[src/rtl/div_issue_queue.sv]
// In-order issue queue feeding a single shared divider; one division in flight.
// Optional macro DIV_BYPASS_EN retires divide-by-0/1 entries without using the divider.
module div_issue_queue #(
  parameter int unsigned DEPTH = 4,
  parameter int unsigned TAG_W = 5
) (
  input  logic             clk_i,
  input  logic             rst_n_i,
  input  logic             clk_en_i,
  input  logic             valid_i,
  output logic             ready_o,
  input  logic [31:0]      dividend_i,
  input  logic [31:0]      divisor_i,
  input  logic [1:0]       ops_i,
  input  logic [TAG_W-1:0] tag_i,
  output logic [31:0]      div_dividend_o,
  output logic [31:0]      div_divisor_o,
  output logic [1:0]       div_ops_o,
  output logic             is_division_o,
  input  logic [1:0]       fu_state_i,
  input  logic [31:0]      div_result_i,
  input  logic             div_by_zero_i,
  output logic             result_valid_o,
  input  logic             result_ready_i,
  output logic [31:0]      result_o,
  output logic [TAG_W-1:0] result_tag_o,
  output logic             div_by_zero_o
);
  localparam int unsigned PW = $clog2(DEPTH);
  localparam logic [PW:0] PTR_ONE = {{PW{1'b0}}, 1'b1};

  typedef enum logic [1:0] {S_IDLE, S_ISSUE, S_WAIT, S_RETIRE} state_t;
  typedef enum logic [1:0] {FU_FREE = 2'b00, FU_BUSY = 2'b01, FU_VALID = 2'b10} fu_t;

  typedef struct packed {
    logic [31:0]      dividend;
    logic [31:0]      divisor;
    logic [1:0]       ops;
    logic [TAG_W-1:0] tag;
  } entry_t;

  state_t           state;
  entry_t           mem [DEPTH];
  entry_t           head;
  logic [PW:0]      wr_ptr;
  logic [PW:0]      rd_ptr;
  logic [TAG_W-1:0] iss_tag;
  logic             empty;
  logic             full;
  logic             push;
  logic             pop;

  assign empty   = (wr_ptr == rd_ptr);
  assign full    = (wr_ptr[PW] != rd_ptr[PW]) && (wr_ptr[PW-1:0] == rd_ptr[PW-1:0]);
  assign ready_o = !full;
  assign push    = valid_i && !full;
  assign head    = mem[rd_ptr[PW-1:0]];
  // Head leaves the queue only when the divider is free and the result slot is (or becomes) empty.
  assign pop     = !empty && (fu_state_i == FU_FREE) &&
                   ((state == S_IDLE) || ((state == S_RETIRE) && result_ready_i));

`ifdef DIV_BYPASS_EN
  logic        take_bypass;
  logic        bypass_dbz;
  logic [31:0] bypass_result;

  assign take_bypass = (head.divisor[31:1] == '0);
  always_comb begin
    bypass_dbz = ~head.divisor[0];
    if (bypass_dbz) bypass_result = head.ops[1] ? head.dividend : '1;
    else            bypass_result = head.ops[1] ? '0 : head.dividend;
  end
`endif

  always_ff @(posedge clk_i) begin
    if (clk_en_i && push)
      mem[wr_ptr[PW-1:0]] <= '{dividend: dividend_i, divisor: divisor_i, ops: ops_i, tag: tag_i};
  end

  always_ff @(posedge clk_i or negedge rst_n_i) begin
    if (!rst_n_i) begin
      state          <= S_IDLE;
      wr_ptr         <= '0;
      rd_ptr         <= '0;
      iss_tag        <= '0;
      is_division_o  <= 1'b0;
      div_dividend_o <= '0;
      div_divisor_o  <= '0;
      div_ops_o      <= '0;
      result_valid_o <= 1'b0;
      result_o       <= '0;
      result_tag_o   <= '0;
      div_by_zero_o  <= 1'b0;
    end else if (clk_en_i) begin
      if (push) wr_ptr <= wr_ptr + PTR_ONE;
      if (pop)  rd_ptr <= rd_ptr + PTR_ONE;
      case (state)
        S_IDLE, S_RETIRE: begin
          if ((state == S_RETIRE) && result_ready_i) begin
            state          <= S_IDLE;
            result_valid_o <= 1'b0;
            result_o       <= '0;
            result_tag_o   <= '0;
            div_by_zero_o  <= 1'b0;
          end
          if (pop) begin
`ifdef DIV_BYPASS_EN
            if (take_bypass) begin
              state          <= S_RETIRE;
              result_valid_o <= 1'b1;
              result_o       <= bypass_result;
              result_tag_o   <= head.tag;
              div_by_zero_o  <= bypass_dbz;
            end else begin
`endif
              state          <= S_ISSUE;
              is_division_o  <= 1'b1;
              div_dividend_o <= head.dividend;
              div_divisor_o  <= head.divisor;
              div_ops_o      <= head.ops;
              iss_tag        <= head.tag;
`ifdef DIV_BYPASS_EN
            end
`endif
          end
        end
        S_ISSUE: state <= S_WAIT;
        S_WAIT: begin
          if (fu_state_i == FU_VALID) begin
            state          <= S_RETIRE;
            is_division_o  <= 1'b0;
            div_dividend_o <= '0;
            div_divisor_o  <= '0;
            div_ops_o      <= '0;
            result_valid_o <= 1'b1;
            result_o       <= div_result_i;
            result_tag_o   <= iss_tag;
            div_by_zero_o  <= div_by_zero_i;
          end
        end
        default: state <= S_IDLE;
      endcase
    end
  end
endmodule

[config.mk]
export PLATFORM = sky130hd
export DESIGN_NAME = div_issue_queue
export DESIGN_NICKNAME = d
export VERILOG_FILES = /design/src/rtl/div_issue_queue.sv
export SDC_FILE = /design/constraint.sdc
export NUM_CORES = 1
export LEC_CHECK = 0
export BUFFER_PORTS_ARGS = -buffer_cell sky130_fd_sc_hd__buf_2
export CORE_AREA = 4 4 162 164
export CTS_CLUSTER_SIZE = 20
export DETAILED_ROUTE_END_ITERATION = 16
export DIE_AREA = 0 0 166 168
export MAX_ROUTING_LAYER = met4
export PLACE_DENSITY = 0.82
export SYNTH_ARGS = -nofsm -noshare
export SYNTH_HDL_FRONTEND = slang
export SYNTH_SLANG_ARGS = --single-unit
[constraint.sdc]
create_clock -name clk_i -period 10.2 [get_ports clk_i]
set_input_delay 0.51 -clock clk_i [delete_from_list [all_inputs] [get_ports clk_i]]
set_output_delay 0.51 -clock clk_i [all_outputs]
set_load 0.01 [all_outputs]
==> results.toml <==
[sta]
tightest_slew_ps = 1130
clock_skew_ps = 23.8
rsz0062_at_grt = "false"
tns_ps = 0
hold_viol_final = 0
setup_viol = 0
fin_crit_sh = 0.345
drv_slew = 0
clock.fmax_mhz = 284
layout_min_cycle_time_ps = 3520
max_slew_margin = 0.250

[power]
pwr_density_cell_nw_per_um2 = 269
peakVddDrop_mv = 0.167
p_leak_nw = 6.87

[placement]
port_buffers = 217
dpl.hpwl_um = 17100
dp_cells = 1268
finalWeightedCongestion = 0.900

[worst_hold_path]
hold_path_class = "input port to flop"

[logic_synthesis]
async_flop_share = 0.295
ys_ff_latch = 403
yosys.area.top_type = "edfxtp_1"
synth-edff-count = 284
synth_top_area_frac = 0.574
yosysUniqueCellTypes = 32
synth.cell_area_um2 = 14900
seq_area_frac_synth = 0.774
synthesis.nets = 878
synth_ff_type = "edfxtp_1"
yosysWarnings = 0
synth_cells = 759
avgSynthCellArea_um2 = 19.6
synth_area_leaders = "edfxtp_1 57%, dfrtp_1 20%, mux4_2 11%"

[clock_network]
cts.sinks = 403
cts_tree = "yes"
clock_latency_ps = 530
cts_buffers = 40
post_cts_resized = 0
root_buffer = "clkbuf_16"
clockBufferDepth = 3
clk_pin_slew_ps = 60
htreeDepth = 2

[layout]
mostFrequentLayoutCells = "284 x edfxtp_1, 216 x buf_2, 117 x dfrtp_1"
num-fill-cells = 1580
regArea_um2 = 11500
fin_cells = 1350
drive_gt1_frac = 0.357
nets = 1100
multiInputGateArea_um2 = 3130
final_common_cell = "edfxtp_1"
syn2layout_area_growth_pct = 17.4

[grt]
overflow = 0
antenna_found_initial = 7
grt_pass1_wl_um = 45800
grt_pass1_vias = 8061
grt_use_total = 0.215
grt_max_degree = 79

[drt]
first_iter_violations = 632
wl_um = 29100
drt-pass1-iter-count = 5
detail_route.wl_per_cell_um = 21.6
ant_nets = 0
vias_per_cell = 5.71
drcViolationCount = 0
vias = 7712

[die]
num_io_pins = 218
die_y_um = 168
fp-row-count = 58
core_um2 = 24900
die-area_um2 = 27900
die_w_um = 166
start_util = 0.597

[status]
status = "complete, no violations"

[critical_path]
crit_type = "flop to flop"
cp.arrival_ps = 3640
cpPeakStageDelay_ps = 1140
critPathSlowestCell = "dfrtp_4"
start_kind = "flop"
cp_max_fo = 74
cp-end-kind = "flop"
critical_path_required_ps = 10320
path_cells = "xnor2_1 > a31oi_1 > and2_4"

[flow_run]
max-cap-violations = 0
## repair_timing
item / 4_1_cts / 5_1_grt
endpoints found under the hold margin: 54 / 0
endpoints found under the setup margin: 0 / 0
buffers inserted: 0 / 0
hold buffers: 1 / 0
## worst paths after layout
kind,endpoint,slack [ps],start,cells after the start
max,mem[0][19]$_DFFE_PP_,6680,rd_ptr[1]$_DFFE_PN0P_,3
max reg2reg,mem[0][19]$_DFFE_PP_,6680,rd_ptr[1]$_DFFE_PN0P_,3
min in group asynchronous,result_o[19]$_DFFE_PN0P_,530,rst_n_i,2
min reg2reg,result_o[8]$_DFFE_PN0P_,470,result_o[8]$_DFFE_PN0P_,2
min,mem[2][10]$_DFFE_PP_,190,divisor_i[3],1
max in group asynchronous,rd_ptr[0]$_DFFE_PN0P_,8350,rst_n_i,3
## kinds of logic (layout without fill, tap and decap cells)
group,after synthesis,in the layout,synth area share
flops,403,403,0.774
compound gates,117,117,0.0591
simple gates,96,96,0.0266
mux,77,77,0.112
buf+inv,50,304,0.0163
fa+ha+maj,8,8,0.00674
xor+xnor,8,8,0.00472
other cells,0,7,0
## report_power, final
part / internal, mW / leakage [nW] / switching (mW)
Clock: 0.771 / 0.580 / 0.581
Sequential: 2.06 / 4.17 / 0.211
Combinational: 0.516 / 2.11 / 0.559
## area by class of cell
cell class,count,area share
diodes,7,0.00100
clock buffers,58,0.0625
clock inverters,16,0.00638
inverters,7,0.00151
multi-input cells,306,0.180
flip-flops and latches,403,0.660
well taps,330,0.0237
repair buffers,223,0.0653
## stage by stage
stage	hold WS (ps)	utilization	worst slack (ps)	area, um^2	total power [mW]
2_1_floorplan	214	-	6900	14900	3.01
3_3_place_gp	457	0.652	6750	16200	3.36
3_5_place_dp	465	0.652	6710	16200	3.39
4_1_cts	179	0.700	6670	17400	4.75
5_1_grt	184	0.701	6490	17400	4.94
6_report	195	0.701	6680	17400	4.70
## flip-flops by register name, indices dropped and copies added (netlist names)
signal,cells
div_divisor_o,32
div_ops_o,2
result_tag_o,5
result_o,32
iss_tag,5
result_valid_o,1
rd_ptr,3
is_division_o,1
wr_ptr,3
div_dividend_o,32
state,2
div_by_zero_o,1
mem,284
## cells in the mapped netlist (all sizes together), types with 2 or more instances
cell type / n
xnor2: 6
a21oi: 3
mux2: 6
nand2: 81
buf: 16
nand3: 2
clkbuf: 27
edfxtp: 284
xor2: 2
ha: 8
o21ai: 42
inv: 7
and2: 5
dfrtp: 119
a22o: 67
mux4: 71
## worst max-delay path, delay by kind of cell (launching register included)
kind	cells	cell delay, ps
and+or+nand+nor	1	910
xor gates and xnor gates	1	320
AOI/OAI and AO/OA	1	620
DFF	1	1140
## per-layer routing
layer  GRT usage  wire, um
met5           -         0
met4      0.0577       591
met1       0.291     12000
met2       0.345     14600
met3      0.0432      1890
Power figures use the tool's default switching activity.
